File: src/rtl/button_event_gen.sv
// Button event generator: turns a clean button level into single-cycle
// press / release / auto-repeat step / long-press events, plus a held flag
// and a saturating count of auto-repeat steps since the last press.
module button_event_gen #(
   parameter int unsigned REPEAT_DELAY  = 32'd50_000_000,
   parameter int unsigned REPEAT_PERIOD = 32'd10_000_000,
   parameter int unsigned LONG_PRESS    = 32'd100_000_000
) (
   input  logic       clk,
   input  logic       rst,
   input  logic       level,
   output logic       press_pulse,
   output logic       release_pulse,
   output logic       step_pulse,
   output logic       long_pulse,
   output logic       held,
   output logic [7:0] repeat_count
);

   localparam logic [31:0] DelayTgt  = 32'(REPEAT_DELAY);
   localparam logic [31:0] PeriodTgt = 32'(REPEAT_PERIOD);
   localparam logic [31:0] LongTgt   = 32'(LONG_PRESS);

   typedef enum logic [1:0] {StIdle, StHold, StRepeat} state_e;

   state_e      state_q, state_d;
   logic        level_q;
   // Cycles since the press edge; parks at LONG_PRESS so it can never wrap.
   logic [31:0] hold_cnt_q, hold_cnt_d;
   // Cycles since the press (HOLD) or since the last step (REPEAT); reset on
   // every step so it stays below max(REPEAT_DELAY, REPEAT_PERIOD).
   logic [31:0] rep_cnt_q, rep_cnt_d;
   logic        long_done_q, long_done_d;
   logic [7:0]  repeat_count_d;
   logic        press_d, release_d, step_d, long_d, held_d;

   logic        rise, fall;
   logic [31:0] hold_cnt_inc, rep_cnt_inc;
   logic        step_due;

   assign rise         = level & ~level_q;
   assign fall         = ~level & level_q;
   assign hold_cnt_inc = hold_cnt_q + 32'd1;
   assign rep_cnt_inc  = rep_cnt_q + 32'd1;
   assign step_due     = ((state_q == StHold) && (rep_cnt_inc == DelayTgt)) ||
                         ((state_q == StRepeat) && (rep_cnt_inc == PeriodTgt));

   // Next-state, counters and next values of the registered outputs.
   always_comb begin
      state_d        = state_q;
      hold_cnt_d     = hold_cnt_q;
      rep_cnt_d      = rep_cnt_q;
      long_done_d    = long_done_q;
      repeat_count_d = repeat_count;
      press_d        = 1'b0;
      release_d      = 1'b0;
      step_d         = 1'b0;
      long_d         = 1'b0;

      unique case (state_q)
         StIdle: begin
            // A fall here is impossible with a consistent level_q; ignore it.
            if (rise) begin
               press_d        = 1'b1;
               step_d         = 1'b1;
               repeat_count_d = 8'd0;
               hold_cnt_d     = 32'd0;
               rep_cnt_d      = 32'd0;
               long_done_d    = 1'b0;
               state_d        = StHold;
            end
         end
         StHold, StRepeat: begin
            if (fall) begin
               // Release wins over any step or long press due this edge.
               release_d = 1'b1;
               state_d   = StIdle;
            end else begin
               if (hold_cnt_q != LongTgt) begin
                  hold_cnt_d = hold_cnt_inc;
                  if ((hold_cnt_inc == LongTgt) && !long_done_q) begin
                     long_d      = 1'b1;
                     long_done_d = 1'b1;
                  end
               end
               rep_cnt_d = rep_cnt_inc;
               if (step_due) begin
                  step_d    = 1'b1;
                  rep_cnt_d = 32'd0;
                  state_d   = StRepeat;
                  if (repeat_count != 8'hFF) begin
                     repeat_count_d = repeat_count + 8'd1;
                  end
               end
            end
         end
         default: state_d = StIdle;
      endcase

      held_d = (state_d != StIdle);
   end

   // State, counters and all outputs registered; synchronous reset wins.
   always_ff @(posedge clk) begin
      if (rst) begin
         state_q       <= StIdle;
         level_q       <= 1'b0;
         hold_cnt_q    <= 32'd0;
         rep_cnt_q     <= 32'd0;
         long_done_q   <= 1'b0;
         repeat_count  <= 8'd0;
         press_pulse   <= 1'b0;
         release_pulse <= 1'b0;
         step_pulse    <= 1'b0;
         long_pulse    <= 1'b0;
         held          <= 1'b0;
      end else begin
         state_q       <= state_d;
         level_q       <= level;
         hold_cnt_q    <= hold_cnt_d;
         rep_cnt_q     <= rep_cnt_d;
         long_done_q   <= long_done_d;
         repeat_count  <= repeat_count_d;
         press_pulse   <= press_d;
         release_pulse <= release_d;
         step_pulse    <= step_d;
         long_pulse    <= long_d;
         held          <= held_d;
      end
   end

endmodule

File: config.mk
export PLATFORM = sky130hd
export DESIGN_NAME = button_event_gen
export DESIGN_NICKNAME = d
export VERILOG_FILES = /design/src/rtl/button_event_gen.sv
export SDC_FILE = /design/constraint.sdc
export NUM_CORES = 1
export LEC_CHECK = 0
export CORE_MARGIN = 5
export CORE_UTILIZATION = 40
export CTS_BUF_LIST = sky130_fd_sc_hd__clkbuf_4 sky130_fd_sc_hd__clkbuf_8
export DETAILED_ROUTE_END_ITERATION = 6
export SLEW_MARGIN = 20
export SYNTH_ARGS = -nofsm -noshare
export SYNTH_HDL_FRONTEND = slang
export SYNTH_SLANG_ARGS = --single-unit
File: constraint.sdc
create_clock -name clk -period 3.75 [get_ports clk]
set_clock_uncertainty 0.2 [all_clocks]
set_input_delay 0.5625 -clock clk [delete_from_list [all_inputs] [get_ports clk]]
set_output_delay 0.5625 -clock clk [all_outputs]
set_load 0.005 [all_outputs]
-- After elaboration in Yosys (flattened, before gate mapping)
Cells that the tools add are included.
- register bits after elaboration: 81
- input bits: 3
- add/subtract/negate cells: 3
- equal/unequal tests: 13
- reduce and logical (&&, ||, !) cells: 16
- mux-type cells: 27
- bitwise gates (word level): 7
- operator list (cell ; number):
    32-bit 2-to-1 mux ; 5
    32-bit case mux with 2 select lines ; 2
    32-bit by 1-bit adder with 32-bit output (second input constant) ; 2
    32-bit by 24-bit equality test with 1-bit output (second input constant) ; 1
    32-bit by 26-bit equality test with 1-bit output (second input constant) ; 1
    32-bit by 27-bit equality test with 1-bit output (second input constant) ; 1
    8-bit 2-to-1 mux ; 4
    32-bit by 27-bit != test with 1-bit output (second input constant) ; 1
    8-bit case mux with 2 select lines ; 1
    2-bit != test (second input constant) ; 6
    5-bit AND reduction ; 2
    1-bit 2-to-1 mux ; 9
    8-bit by 1-bit adder with 8-bit output (second input constant) ; 1
    8-bit != test (second input constant) ; 1
    2-bit 2-to-1 mux ; 3
    2-bit OR reduction ; 3
    1-bit NOT ; 5
    1-bit case mux with 2 select lines ; 2
    2-bit case mux with 2 select lines ; 1
    4-bit AND reduction ; 1
    2-bit nonzero test ; 2
    4-bit OR reduction ; 1
    1-bit logical AND ; 3
    3-bit AND reduction ; 1
    other kinds (6) ; 7

-- Logic depth before layout (Yosys ltp)
Gate-level depths: netlist (run 1).
- depth after elaboration: 8
- depth in mapped cells: 13
- gate-level depth less buffers: 10

-- Least setup slack after synthesis (run 1)
Ideal clock, no wire load.
- path kind: register to register
- start: register rep_cnt_q[0]
- end: register repeat_count[5]
- arrival time: 2827 ps
- slack: 599 ps
- cell stages (with the launch flop): 14
- buffers on the path: 3
- cell sequence: dfxtp_1 ha_1 and4_1 and4_1 clkbuf_1 a41oi_1 nor4_1 and4_1 o2111a_2 buf_6 buf_2 a31oi_1 o21ai_0 o31ai_1
- cells in the longest elaborated chain, start to end: 6
- ends and longest elaborated chain (element ; RTL line ; text):
    start: declaration ; 32 ; logic [31:0] rep_cnt_q, rep_cnt_d;
    start signal: assignment ; 121 ; rep_cnt_q <= rep_cnt_d;
    32-bit by 1-bit adder with 32-bit output * ; 44 ; assign rep_cnt_inc = rep_cnt_q + 32'd1;
    32-bit by 26-bit equality test with 1-bit output / 32-bit by 24-bit equality test with 1-bit output (equally long branches) ; 45, 46 ;
    1-bit logical AND, on equally long branches ; 45, 46 ;
    1-bit logical OR * ; 45 ; assign step_due = ((state_q == StHold) && (rep_cnt_inc == DelayTgt)) ||
    2-bit != test (no line) * ; -- ;
    5-bit AND reduction (no line) * ; -- ;
    end signal: assignment ; 123 ; repeat_count <= repeat_count_d;
    end: declaration ; 17 ; output logic [7:0] repeat_count
Mark *: on every way between the ends. The rest lies on a longest branch, timed or not.
A chain may end at the register's enable or synchronous reset.

-- Final worst setup path (run 1)
- start: register rep_cnt_q[3]
- end: register repeat_count[0]
Same word-level chain as after synthesis.

==> results.toml, run 1 <==
[synth]
yosys-top-cells-area = "dfxtp_1 (30%), a21oi_1 (5.4%), o21ai_0 (5.0%)"
yosysWarnings = 0
async_flop_share = 0
netlist_top_cells_count = "dfxtp_1 (81), nor2_1 (70), nand2_1 (60), a21oi_1 (59), o21ai_0 (54)"
synthFlopType = "dfxtp_1"
syn_area_mm2 = 0.00542
synth_compound_area_frac = 0.195
synth-edff-count = 0
yosys.area_share.adder = 0.0208
synth.most_common_cell = "dfxtp_1"
netlist.area_leader.share = 0.299
yosysTopAreaCell = "dfxtp_1"
synth_top_family_by_area = "simple AND/OR/NAND/NOR gates"
syn-num-nets = 752
postSynthAreaPerCell_um2 = 7.33
yosysSeqAreaShare = 0.299
ys_ff_latch = 81
yosysUniqueCellTypes = 65
synthMuxAreaShare = 0.0203
yosys.area_share.simple = 0.364
synth_xor_area_frac = 0.0388
synthCells = 740

[finish]
layout-drive-gt1-share = 0.0810
area_growth_pct = 9.73
nets = 748
n_antenna_cell = 0
n_fill_cell = 1349

[critical_path]
reg2reg_from = "rep_cnt_q[3]"
rrSetupSlack_ns = 0.22
rr_endpoint = "repeat_count[0]"
crit_end = "repeat_count[0]"
startpoint_type = "register"
reg2regPathDepth = 10
critPathCaptureType = "register"
required_ns = 3.86
crit_type = "reg2reg"
startpoint = "rep_cnt_q[3]"
cp_data_arrival_time_ns = 3.64
crit_fanout = 15

[sta]
hold_viol = 0
min_period_ns = 3.53
tightest_slew_ns = 1.13
finalSetupViolations = 0
maxSlewViolCount = 0
fmax_mhz = 283
rsz0062_at_grt = "no"
slew_headroom = 0.244
fin_setup_tns_ns = 0
period_share = 0.941
setup_slack_ns = 0.221

[route]
ant_nets = 0
drt_wl_total_um = 15300
vias = 5575
avgRoutedWirePerCell_um = 16.7
drc_errors = 0
first_pass_iters = 6
via_per_inst = 6.08
drt_iter0_markers = 441

[clock_tree]
clockBufferDepth = 2
htree_levels = 3
clock_latency_ns = 0.38
cts_root_buf = "clkbuf_8"
cts_tree = "built"
post_cts_buffers = 0
clk_pin_slew_ns = 0.10
cts_buffers = 9
clkSinkCount = 81

[place]
gp_congestion = 0.928
port_buffers = 15
dpl_worst_slack_ns = 0.180
hpwl_um = 10900

[power]
p_leak_nw = 1.89
power_density_mw_per_mm2 = 280
peakVddDrop_mv = 0.135

[grt]
antenna_found_initial = 0
grt_overflow = 0
grtUsageTotal = 0.191
grt_pass1_wl_um = 25300
grt_pass1_vias = 5005
grt_max_degree = 54

[job]
cap_violations = 0

[floorplanning]
die_y_um = 126
chipWidth_um = 126
coreArea_mm2 = 0.0133
die-area_mm2 = 0.0160
ios = 16
row_count = 42
initial_core_util = 0.408

[hold_path]
min_path_type = "in2reg"

[outcome]
outcome = "complete, no violations"
## critical path: stages, from the launching register on
cell and delay (ns):
dfxtp_1 0.53, and4_1 0.37, nand3_4 0.15, or4_4 0.56, xor2_1 0.17, nor4bb_1 0.35
o2111a_2 0.35, buf_4 0.22, nand2_1 0.08, or3_1 0.31, a31oi_1 0.16
## kinds of logic (layout without fill, tap and decap cells)
family | after synthesis | in the layout
AOI/OAI and AO/OA | 177 | 177
and+or+nand+nor | 358 | 358
adders and majority gates | 9 | 9
DFF | 81 | 81
xor gates and xnor gates | 24 | 24
buffers and inverters | 80 | 81
muxes | 11 | 11
## cells in the final DEF, fill, tap and decap left out, types with 4 or more instances in the layout
| cell type | n |
|---|---|
| and4_1 | 12 |
| ha_1 | 8 |
| a311oi_1 | 7 |
| nand2b_1 | 4 |
| a31oi_1 | 12 |
| a21o_1 | 9 |
| xnor2_1 | 13 |
| buf_4 | 25 |
| nor3b_1 | 8 |
| clkbuf_8 | 9 |
| o21ai_0 | 54 |
| nand4b_1 | 6 |
| dfxtp_1 | 81 |
| nor4_1 | 28 |
| a22oi_1 | 4 |
| a21oi_1 | 59 |
| or4_1 | 5 |
| xor2_1 | 11 |
| or3_1 | 17 |
| nor2_1 | 70 |
| nor3_1 | 24 |
| mux2i_1 | 11 |
| nand2_1 | 60 |
| inv_1 | 25 |
| o22ai_1 | 4 |
| nand3_1 | 41 |
| and3_1 | 20 |
| clkdlybuf4s50_1 | 14 |
| nand4_1 | 29 |
## cell type report
class | instances | area [um2] | area share
inverter | 25 | 93.8 | 0.0158
clock buffer | 9 | 124 | 0.0208
sequential | 81 | 1620 | 0.272
tap | 176 | 220 | 0.0370
clock inverter | 7 | 61.3 | 0.0103
multi-input combinational | 579 | 3500 | 0.588
timing repair buffer | 40 | 333 | 0.0559
## worst min path at each step
stage / cells after the start / from / endpoint
after floorplan: 2 / long_done_q / long_done_q
after global routing: 2 / rst / long_pulse
after global placement: 2 / long_done_q / long_done_q
after CTS: 2 / rst / long_pulse
after detailed placement: 2 / long_done_q / long_done_q
final: 2 / rst / long_pulse
## state kept, by name, summed over array words and instances, names as in the netlist
signal	count
hold_cnt_q	32
rep_cnt_q	32
repeat_count	8
state_q	2
held	1
level_q	1
long_done_q	1
long_pulse	1
press_pulse	1
release_pulse	1
step_pulse	1
## per-layer routing
| metal | vias up | part of all wire | global-route usage |
|---|---|---|---|
| met1 | 2630 | 0.48 | 0.271 |
| li1 | 2731 | - | - |
| met2 | 185 | 0.44 | 0.290 |
| met4 | 0 | 0.022 | 0.0738 |
| met3 | 29 | 0.059 | 0.0298 |
| met5 | - | 0 | 0 |
## power breakdown
group	leakage, nW	total, mW	switching, mW	internal, mW
combinational	1.15	0.160	0.111	0.0489
sequential	0.653	0.869	0.00436	0.865
clock	0.0884	0.637	0.385	0.252
## timing repair
item	in CTS	in global routing
hold buffers	0	0
endpoints found under the setup margin	0	18
endpoints found under the hold margin	0	0
resized for setup	0	7
## per-stage QoR
step                power [mW]  cells  area (um2)  hold slack [ns]  utilization
finish                    1.67    917        5950            0.188        0.448
global route              1.74    917        5950            0.183        0.448
CTS                       1.68    917        5920            0.179        0.445
detailed placement        1.05    901        5730            0.273        0.431
global placement          1.05    901        5730            0.254        0.431
floorplan                0.992    740        5420            0.237            -
Power figures use the tool's default switching activity.
==> inputs of run 2 (changes only) <==
--- a/config.mk
+++ b/config.mk
@@ -9,6 +9,8 @@
 export CORE_UTILIZATION = 40
 export CTS_BUF_LIST = sky130_fd_sc_hd__clkbuf_4 sky130_fd_sc_hd__clkbuf_8
 export DETAILED_ROUTE_END_ITERATION = 6
+export HOLD_SLACK_MARGIN = 0.02
+export PLACE_DENSITY = 0.56
 export SLEW_MARGIN = 20
 export SYNTH_ARGS = -nofsm -noshare
 export SYNTH_HDL_FRONTEND = slang
==> run 2 against run 1 <==
Hold slack improved by 0.11 ns. Worst setup slack improved by 0.025 ns. Non-clock buffer count rose by 8. Total power grew 2.6%. Critical path depth up 1. Largest power group unchanged.
==> results.toml, run 2 (synthesized netlist as in run 1, its figures left out) <==
[critical_path]
crit_fanout = 15
critPathCaptureType = "register"
required_ns = 3.84
crit_type = "reg2reg"
cp_data_arrival_time_ns = 3.59
startpoint_type = "register"

[floorplanning]
die-area_mm2 = 0.0160
row_count = 42
coreArea_mm2 = 0.0133
chipWidth_um = 126
die_y_um = 126
initial_core_util = 0.408
ios = 16

[power]
p_comb_frac = 0.098
internal_power_mw = 1.23
power_density_mw_per_mm2 = 283
total_power_mw = 1.71
p_seq_frac = 0.508
peakVddDrop_mv = 0.142
p_sw_uw = 477
p_leak_nw = 1.95
p_sw_frac = 0.279
clkPwrFrac = 0.394

[place]
hpwl_um = 11500
dp.cells = 908
port_buffers = 15
gp_congestion = 0.919

[finish]
finalNonFillerCells = 925
reg_top3 = "hold_cnt_q x32, rep_cnt_q x32, repeat_count x8"
n_antenna_cell = 0
final_common_cell = "dfxtp_1"
nets = 756
layout-drive-gt1-share = 0.0908
final_cell_mix = "dfxtp_1 (81), nor2_1 (69), nand2_1 (60)"
area_growth_pct = 11.4

[grt]
antenna_found_initial = 0
grt_max_degree = 30
grt_pass1_vias = 5146
grt_pass1_wl_um = 26300
grtUsageTotal = 0.195
grt_overflow = 0

[job]
cap_violations = 0

[route]
via_per_inst = 6.09
ant_nets = 0
vias = 5637
drt_iter0_markers = 565
drt_wl_total_um = 15800
avgRoutedWirePerCell_um = 17.1
first_pass_iters = 5
drc_errors = 0

[clock_tree]
clockBufferDepth = 2
cts_root_buf = "clkbuf_8"
clkSinkCount = 81
clock_latency_ns = 0.37
cts_tree = "built"
cts_buffers = 9
clk_pin_slew_ns = 0.09
htree_levels = 3

[sta]
finalSetupViolations = 0
fin_setup_tns_ns = 0
period_share = 0.934
fmax_mhz = 285
slew_headroom = 0.318
rsz0062_at_grt = "no"
min_period_ns = 3.50
tightest_slew_ns = 1.02
hold_viol = 0
maxSlewViolCount = 0

[outcome]
outcome = "complete, no violations"

[hold_path]
min_path_type = "reg2reg"
run 2: area by class of cell:
type / count / area [um2]
fill: 1339 / 7250
multi-input combinational: 579 / 3500
sequential: 81 / 1620
timing repair buffer: 48 / 405
tap: 176 / 220
clock buffer: 9 / 124
inverter: 25 / 93.8
clock inverter: 7 / 77.6
run 2: per-stage QoR:
step | worst slack (ns) | utilization | area [um2] | hold slack [ns]
2_1_floorplan | 0.599 | - | 5420 | 0.237
3_3_place_gp | 0.175 | 0.436 | 5800 | 0.271
3_5_place_dp | 0.0689 | 0.436 | 5800 | 0.276
4_1_cts | 0.0214 | 0.451 | 6000 | 0.292
5_1_grt | 0.0172 | 0.454 | 6040 | 0.336
6_report | 0.246 | 0.454 | 6040 | 0.295
run 2: power by group through the flow:
stage | logic, mW | clock network, mW | registers (mW)
2_1_floorplan | 0.104 | 0 | 0.888
3_3_place_gp | 0.164 | 0 | 0.888
3_5_place_dp | 0.167 | 0 | 0.889
4_1_cts | 0.168 | 0.689 | 0.868
5_1_grt | 0.187 | 0.731 | 0.869
6_report | 0.168 | 0.674 | 0.868
run 2: worst paths after layout:
| path | startpoint | end | slack, ns | cells past startpoint |
|---|---|---|---|---|
| min reg2reg | level_q | release_pulse | 0.30 | 2 |
| max | rep_cnt_q[1] | repeat_count[0] | 0.25 | 11 |
| max reg2reg | rep_cnt_q[1] | repeat_count[0] | 0.25 | 11 |
| min | level_q | release_pulse | 0.30 | 2 |
run 2: what timing repair did:
item / 4_1_cts / 5_1_grt
hold buffers: 0 / 0
setup buffers: 0 / 1
endpoints found under the setup margin: 0 / 23
gates resized for setup: 0 / 7
run 2: critical path, stage by stage, from the launching register on:
cell	delay, ns
dfxtp_1	0.46
ha_2	0.30
nand4_1	0.30
nor4_1	0.38
xor2_1	0.27
nand3_1	0.12
nor4_2	0.28
o2111a_2	0.32
buf_4	0.22
nand2_1	0.10
or3_1	0.32
a31oi_1	0.15
run 2: routing by layer:
layer  global-route usage  part of all wire  vias to the layer above
met1                0.281              0.49                     2691
met5                    0                 0                        -
met3               0.0353             0.062                       24
met4               0.0644             0.017                        0
li1                     -                 -                     2751
met2                0.295              0.43                      171
==> inputs of run 3 (changes only) <==
--- a/config.mk
+++ b/config.mk
@@ -5,6 +5,7 @@
 export SDC_FILE = /design/constraint.sdc
 export NUM_CORES = 1
 export LEC_CHECK = 0
+export ABC_CLOCK_PERIOD_IN_PS = 3750
 export CORE_MARGIN = 5
 export CORE_UTILIZATION = 40
 export CTS_BUF_LIST = sky130_fd_sc_hd__clkbuf_4 sky130_fd_sc_hd__clkbuf_8
==> results of run 3 <==
Same layout as run 2: the final DEF is identical, and so are final timing and power.
